<file path="config.mk">
export PLATFORM = sky130hd
export DESIGN_NAME = reg_dump_reader
export DESIGN_NICKNAME = d
export VERILOG_FILES = /design/src/rtl/reg_dump_reader_pkg.sv /design/src/rtl/reg_dump_reader.sv
export SDC_FILE = /design/constraint.sdc
export NUM_CORES = 1
export LEC_CHECK = 0
export BUFFER_PORTS_ARGS = -buffer_cell sky130_fd_sc_hd__buf_2
export CAP_MARGIN = 20
export CORE_MARGIN = 5
export CORE_UTILIZATION = 50
export CTS_CLUSTER_SIZE = 25
export DETAILED_ROUTE_END_ITERATION = 10
export PLACE_DENSITY = 0.87
export SLEW_MARGIN = 25
export SYNTH_ARGS = -nofsm -noshare
export SYNTH_HDL_FRONTEND = slang
export SYNTH_SLANG_ARGS = --single-unit
</file>
<file path="constraint.sdc">
create_clock -name clock -period 3.3 [get_ports clock]
set_input_delay 0.165 -clock clock [delete_from_list [all_inputs] [get_ports clock]]
set_output_delay 0.165 -clock clock [all_outputs]
set_load 0.02 [all_outputs]
</file>
<file path="src/rtl/reg_dump_reader_pkg.sv">
// Shared definitions for the register-file dump reader.
//   NUM_REGS / ADDR_W / DATA_W match the 32x32 register file.
//   OUT_W is the byte-stream beat width.
//   state_t holds the reader FSM encoding. The values are fixed so the
//   encoding stays identical to the original localparam constants.
package reg_dump_reader_pkg;

  localparam int unsigned NUM_REGS = 32;
  localparam int unsigned ADDR_W   = 5;
  localparam int unsigned DATA_W   = 32;
  localparam int unsigned OUT_W    = 8;

  typedef enum logic [1:0] {
    ST_IDLE = 2'd0,
    ST_LOAD = 2'd1,
    ST_SEND = 2'd2,
    ST_DONE = 2'd3
  } state_t;

endpackage

</file>
<file path="src/rtl/reg_dump_reader.sv">
// Debug read-out engine for the register file.
// A start pulse walks x0..x(NUM_REGS-1) through one combinational read port.
// Each word is snapshotted in its own LOAD cycle and then streamed out
// LSB-beat-first over a valid/ready interface. This block never writes the
// register file.
//
// Ports:
//   clock, reset         posedge clock; reset is asynchronous and active-high
//   start                begins a dump; only sampled in IDLE
//   abort                synchronous cancel from any state back to IDLE
//   busy                 high in LOAD and SEND
//   done                 one-cycle pulse after the last beat is accepted
//   rd_addr / rd_data    register file read port (combinational read)
//   out_valid/out_ready  beat handshake
//   out_data             current beat
//   out_last             marks the final beat of the final register
module reg_dump_reader #(
  parameter int unsigned NUM_REGS = reg_dump_reader_pkg::NUM_REGS,
  parameter int unsigned ADDR_W   = reg_dump_reader_pkg::ADDR_W,
  parameter int unsigned DATA_W   = reg_dump_reader_pkg::DATA_W,
  parameter int unsigned OUT_W    = reg_dump_reader_pkg::OUT_W
) (
  input  logic              clock,
  input  logic              reset,
  input  logic              start,
  input  logic              abort,
  output logic              busy,
  output logic              done,
  output logic [ADDR_W-1:0] rd_addr,
  input  logic [DATA_W-1:0] rd_data,
  output logic              out_valid,
  input  logic              out_ready,
  output logic [OUT_W-1:0]  out_data,
  output logic              out_last
);
  import reg_dump_reader_pkg::*;

  localparam int unsigned BEATS  = DATA_W / OUT_W;
  localparam int unsigned BEAT_W = (BEATS > 1) ? $clog2(BEATS) : 1;
  localparam logic [BEAT_W-1:0] LAST_BEAT = BEAT_W'(BEATS - 1);
  localparam logic [ADDR_W-1:0] LAST_IDX  = ADDR_W'(NUM_REGS - 1);

  state_t              state_q, state_d;
  logic [ADDR_W-1:0]   idx_q,   idx_d;
  logic [BEAT_W-1:0]   beat_q,  beat_d;
  logic [DATA_W-1:0]   shift_q, shift_d;

  always_ff @(posedge clock or posedge reset) begin
    if (reset) begin
      state_q <= ST_IDLE;
      idx_q   <= '0;
      beat_q  <= '0;
      shift_q <= '0;
    end else begin
      state_q <= state_d;
      idx_q   <= idx_d;
      beat_q  <= beat_d;
      shift_q <= shift_d;
    end
  end

  always_comb begin
    state_d = state_q;
    idx_d   = idx_q;
    beat_d  = beat_q;
    shift_d = shift_q;
    // abort outranks start and the handshake. The shift register is left
    // as-is because nothing reads it until the next LOAD.
    if (abort) begin
      state_d = ST_IDLE;
      idx_d   = '0;
      beat_d  = '0;
    end else begin
      case (state_q)
        ST_IDLE: begin
          if (start) begin
            state_d = ST_LOAD;
            idx_d   = '0;
          end
        end
        ST_LOAD: begin
          shift_d = rd_data;
          beat_d  = '0;
          state_d = ST_SEND;
        end
        ST_SEND: begin
          if (out_ready) begin
            if (beat_q != LAST_BEAT) begin
              shift_d = shift_q >> OUT_W;
              beat_d  = beat_q + 1'b1;
            end else if (idx_q != LAST_IDX) begin
              idx_d   = idx_q + 1'b1;
              state_d = ST_LOAD;
            end else begin
              state_d = ST_DONE;
            end
          end
        end
        ST_DONE: begin
          idx_d   = '0;
          state_d = ST_IDLE;
        end
        default: state_d = ST_IDLE;
      endcase
    end
  end

  // All outputs decode from registered state, so an asynchronous reset
  // clears them at once without waiting for a clock edge.
  assign rd_addr   = idx_q;
  assign busy      = (state_q == ST_LOAD) || (state_q == ST_SEND);
  assign done      = (state_q == ST_DONE);
  assign out_valid = (state_q == ST_SEND);
  assign out_data  = shift_q[OUT_W-1:0];
  assign out_last  = (state_q == ST_SEND) && (beat_q == LAST_BEAT) && (idx_q == LAST_IDX);

endmodule
</file>
==> results.yml, run 1 <==
sta:
  drv_slew: 0
  hold_viol_final: 24
  clock_skew_ns: 0.00411
  setup_violations: 0
  period_share_pct: 67.7
  min_period_ns: 2.23
  max_freq_ghz: 0.448
  max_slew_margin_pct: 63.0
  hold_slack_ns: -0.0114
  worst_pin_slew_ns: 0.555
  fin_tns_setup_ns: 0
  rsz0062_at_grt: "false"
setup_path:
  required_ns: 3.51
  worst-setup-path-type: "reg2reg"
  path_max_fanout: 64
  crit_chain: "inv_1 -> ha_2 -> nand3b_1 -> a21oi_4 -> buf_4 -> nor2_1 -> a21oi_1"
  startpoint_type: "flip-flop"
  crit_path_end: "shift_q[23]"
  reg2reg_depth: 7
  cp_slowest_cell: "ha_2"
  critPathLaunch: "state_q[0]"
  critical-path-max-stage-delay_ns: 0.52
  regToRegEndpoint: "shift_q[23]"
  reg2reg_from: "state_q[0]"
  cp.arrival_ns: 2.44
  endpoint_kind: "flip-flop"
  worst-r2r-setup-slack_ns: 1.07
clock_tree:
  cts.repair.resized: 0
  cts_made_buffers: 5
  ctsHoldBuffers: 0
  cts_root_buf: "clkbuf_8"
  htree_num_levels: 2
  worstSkewPairLatency_ns: 0.28
  clock_path_buffers: 2
  cts_setup_buffers: 0
  clk_transition_reported_paths_ns: 0.07
  cts_tree: "done"
  cts_sinks: 41
grt:
  antenna_found_initial: 0
  grt_pass1_wl_mm: 7.18
  grt_max_degree: 65
  grt.overflow.total: 0
  grtUsageTotal_pct: 16.5
  grt_pass1_vias: 1653
floorplan:
  placementRows: 23
  io_pins: 54
  die_area_um2: 5700
  chipHeight_um: 75.5
  die_x_um: 75.5
  coreArea_um2: 4090
  start_util_pct: 52.5
detailed_routing:
  routed_via_density: 5.18
  wl_per_cell_um: 14.0
  first_pass_iters: 4
  dr.first_iter.drc_count: 92
  drc: 0
  wl_mm: 4.29
  vias: 1589
  ant_nets: 0
synth:
  ys_warn_count: 0
  synth_commonest_cells: "dfrtp_1, nor2_1, a21oi_1, mux2i_1, o21ai_0"
  ys.flop_type: "dfrtp_1"
  synth_cells: 213
  seq_area_frac_synth_pct: 47.8
  synth.area.top_cells: "dfrtp_1, mux2i_1, a21oi_1, nor2_1, ha_1"
  yosys.cell_count.top_type: "dfrtp_1"
  syn-num-nets: 258
  synthesis.area_um2: 2140
  ys_ff_latch: 41
  synth_cell_types: 28
  synth_edf_count: 0
  avgSynthCellArea_um2: 10.1
  yosysTopAreaCell: "dfrtp_1"
  synthArstFlopShare_pct: 100
  synth_top_area_share_pct: 47.8
status:
  status: "complete, but fails checks"
  violations: "hold timing"
cells_and_area:
  drive_above_1_share_pct: 27.6
  area_growth_pct: 14.9
  nNetsFinal: 302
  antenna_cells: 0
  final_util_pct: 60.3
  post-route-cell-area_um2: 2460
placement:
  place_congestion: 0.864
  hpwl_mm: 3.08
  dpl_cell_area_um2: 2380
  portBuffers: 53
min_path:
  min_path_type: "in2async"
flow_run:
  max_cap_viol_count: 0
power_and_ir_drop:
  p_leak_nw: 1.12
  cellPowerDensity_nw_per_um2: 709
  vdd_ir_drop_max_uv: 379
  power_mw: 1.75
layout by cell type, fill, tap and decap left out, types with 2 or more instances in the layout:
cell type / count
clkbuf_8: 6
o31ai_1: 2
ha_1: 7
a21oi_1: 25
a31oi_1: 4
nand2_1: 7
and3_1: 3
buf_4: 3
a21oi_4: 2
nor2_1: 28
dfrtp_1: 41
o21ai_0: 13
nand2b_1: 5
nand3b_1: 9
inv_1: 11
buf_2: 53
mux2i_1: 25
kinds of logic (layout without fill, tap and decap cells):
family,Yosys count,in the layout,synth area share (%)
buf+inv,31,75,7.70
mux,26,26,12.2
compound gates,49,49,13.7
simple gates,58,58,13.9
fa+ha+maj,8,8,4.67
flops,41,41,47.8
where the power goes:
group / internal [mW] / switching [mW] / total (mW)
logic: 0.252 / 0.364 / 0.616
registers: 0.697 / 0.108 / 0.806
clock network: 0.166 / 0.159 / 0.325
total: 1.12 / 0.631 / 1.75
routing by layer:
metal | routed length (um) | global-route usage, %
met5 | 0 | 0
met4 | 61 | 7.38
met3 | 214 | 2.90
met2 | 2050 | 26.5
met1 | 1960 | 21.8
how the worst min path moves through the flow:
| stage | startpoint | endpoint | slack, ns |
|---|---|---|---|
| finish | reset | shift_q[6] | -0.01 |
| global route | reset | shift_q[6] | 0.05 |
| CTS | reset | rd_addr[2] | 0.007 |
| detailed placement | reset | rd_addr[2] | 0.31 |
| global placement | reset | rd_addr[2] | 0.31 |
| floorplan | rd_data[24] | shift_q[24] | 0.31 |
layout make-up:
cell class	count	area (um^2)
Clock buffer	7	86.3
Sequential cell	41	1030
Multi-Input combinational cell	141	956
Timing Repair Buffer	56	288
Inverter	12	45.0
Fill cell	375	1620
Tap cell	50	62.6
state kept, by name, summed over array words and instances, names as in the netlist:
name     count
rd_addr      5
state_q      2
shift_q     32
beat_q       2
metrics by stage:
step,hold WS [ns],cells,setup WS [ns]
2_1_floorplan,0.312,213,1.47
3_3_place_gp,0.313,300,1.19
3_5_place_dp,0.312,300,1.06
4_1_cts,0.00661,307,1.04
5_1_grt,0.0487,307,0.832
6_report,-0.0114,307,1.07
critical path, delay by kind of cell, from the launching register on:
kind	cells	cell delay, ns
AOI/OAI and AO/OA	2	0.28
adders and majority gates	1	0.52
buffers and inverters	2	0.64
DFF	1	0.40
and+or+nand+nor	2	0.30
Power figures use the tool's default switching activity.
==> run 2: changes to the inputs <==
- ABC_AREA: not set -> 1
- CORE_UTILIZATION: 50 -> 48
- PLACE_DENSITY: 0.87 -> 0.86
- clock period: 3.3 -> 1.9 ns (I/O delays scaled with it)
==> run 2 against run 1 <==
Effect of this change: the run now ends clean; critical path depth fell by 2; largest cell class unchanged; combinational power grew 100%; via count grew 21%; worst setup slack got worse by 0.95 ns; highest routed layer unchanged; sequential power is 64% higher; critical endpoint is now out_last; hold slack better by 0.051 ns.
==> results.yml, run 2 <==
flow_run:
  max_cap_viol_count: 0
setup_path:
  reg2reg_depth: 7
  endpoint_kind: "output port"
  path_max_fanout: 5
  startpoint_type: "flip-flop"
  cp.arrival_ns: 1.69
  required_ns: 1.80
  worst-setup-path-type: "reg2out"
cells_and_area:
  drive_above_1_share_pct: 29.3
  most-common-layout-cells: "nand2_1, buf_2, o21ai_0, dfrtp_1, inv_1"
  final_common_cell: "nand2_1"
  final_cells: 402
  largest_reg_flops: 32
  antenna_cells: 0
  nNetsFinal: 380
  nFillCells: 422
  area_growth_pct: 16.6
  top_register: "shift_q"
  final_util_pct: 57.4
min_path:
  min_path_type: "in2reg"
  whs_path_depth: 3
synth:
  synth_cell_types: 25
  synth_cells: 289
  seq_area_frac_synth_pct: 44.1
  synth.area.top_cells: "dfrtp_1, nand2_1, o21ai_0, o21ai_2, inv_1"
  yosysTopAreaCell: "dfrtp_1"
  avgSynthCellArea_um2: 8.05
  ys_ff_latch: 41
  synth_edf_count: 0
  syn-num-nets: 334
  synth_top_area_share_pct: 44.1
  synth_commonest_cells: "nand2_1, o21ai_0, dfrtp_1"
  yosys.cell_count.top_type: "nand2_1"
  synthesis.area_um2: 2330
  ys_warn_count: 0
  synthArstFlopShare_pct: 100
  ys.flop_type: "dfrtp_1"
sta:
  fin_tns_setup_ns: 0
  clock_skew_ns: 0.00813
  setup_violations: 0
  rsz0062_at_grt: "false"
  hold_viol_final: 0
  drv_slew: 0
  max_slew_margin_pct: 65.8
  worst_pin_slew_ns: 0.513
  period_share_pct: 94.1
  min_period_ns: 1.79
  max_freq_ghz: 0.559
detailed_routing:
  drc: 0
  first_pass_iters: 4
  vias: 1929
  wl_mm: 4.80
  ant_nets: 0
  dr.first_iter.drc_count: 130
  wl_per_cell_um: 11.9
  routed_via_density: 4.80
floorplan:
  die_x_um: 79.6
  coreArea_um2: 4720
  start_util_pct: 49.3
  chipHeight_um: 79.6
  io_pins: 54
  die_area_um2: 6340
  placementRows: 25
power_and_ir_drop:
  cellPowerDensity_nw_per_um2: 1190
  vdd_ir_drop_max_uv: 540
  p_leak_nw: 1.43
grt:
  grt_pass1_vias: 1840
  antenna_found_initial: 0
  grt_max_degree: 42
  grt.overflow.total: 0
  grt_pass1_wl_mm: 7.87
  grtUsageTotal_pct: 15.8
clock_tree:
  worstSkewPairLatency_ns: 0.29
  cts_made_buffers: 5
  cts_root_buf: "clkbuf_8"
  cts_sinks: 41
  cts_tree: "done"
  htree_num_levels: 2
  clock_path_buffers: 2
  clk_transition_reported_paths_ns: 0.08
placement:
  place_congestion: 0.827
  portBuffers: 53
  hpwl_mm: 3.63
  dpl.cell_count: 394
status:
  status: "finished clean"
## run 2: cell count changes after synthesis, moves of 5 or more
cell / before / now
nand2b_1: 5 / 0
nand3b_1: 9 / 0
nand2_2: 0 / 9
nand4_1: 0 / 8
nand2_1: 7 / 81
mux2i_1: 25 / 0
nor2_1: 28 / 11
inv_1: 12 / 28
o21ai_2: 0 / 13
o21ai_0: 13 / 52
a21oi_1: 25 / 1
## run 2: logic make-up after synthesis
kind of cell	after synthesis	share of synthesized area, %
fa+ha+maj	8	4.30
compound gates	67	16.5
flops	41	44.1
buf+inv	53	12.3
simple gates	120	22.8
## run 2: final timing paths
kind                                  start  slack (ns)     endpoint
worst max-delay path             state_q[0]        0.11     out_last
worst min-delay path            rd_data[31]        0.04  shift_q[31]
worst max register to register   state_q[0]        0.15  shift_q[25]
worst min register to register   shift_q[0]        0.49   shift_q[0]
max in group asynchronous             reset        1.05   rd_addr[0]
min in group asynchronous             reset        0.47   shift_q[0]
## run 2: power breakdown
part,leakage [nW],switching (mW),total [mW],internal [mW]
Sequential,0.522,0.119,1.32,1.20
Combinational,0.855,0.792,1.24,0.451
Clock,0.0540,0.285,0.666,0.382
## run 2: final cells by class
class                      count  area [um^2]  share of cell area (%)
clock buffer                   5         68.8                    2.54
clock inverter                 2         35.0                    1.29
inverter                      30          118                    4.34
multi-input combinational    195         1020                    37.6
sequential                    41         1030                    37.9
tap                           67         83.8                    3.09
timing repair buffer          62          360                    13.3
## run 2: what timing repair did
| action | 4_1_cts | 5_1_grt |
|---|---|---|
| hold endpoints to repair | 41 | 0 |
| setup buffers | 0 | 0 |
| hold buffers | 1 | 0 |
| endpoints found under the setup margin | 0 | 1 |
| resized for setup | 0 | 1 |
## run 2: metrics by stage
step | area, um^2 | worst slack (ns) | hold WS, ns | total power, mW
final | 2710 | 0.112 | 0.0391 | 3.23
after CTS | 2710 | 0.103 | 0.0341 | 3.28
after detailed placement | 2600 | 0.162 | 0.250 | 2.60
after global placement | 2600 | 0.237 | 0.247 | 2.54
after floorplan | 2330 | 0.252 | 0.220 | 2.38
after global routing | 2710 | 0.0233 | 0.0501 | 3.46
## run 2: critical path, stage by stage (launching register included)
cell and delay [ns]:
dfrtp_1 0.40, inv_1 0.14, ha_1 0.35, buf_4 0.19, and3_1 0.16, buf_2 0.17
## run 2: per-layer routing
layer	wire length, um	up-vias	global-route usage, %
met5	0	-	0
met4	68	0	4.64
met3	280	8	4.63
met2	2250	44	25.2
met1	2200	874	20.8
li1	-	1003	-
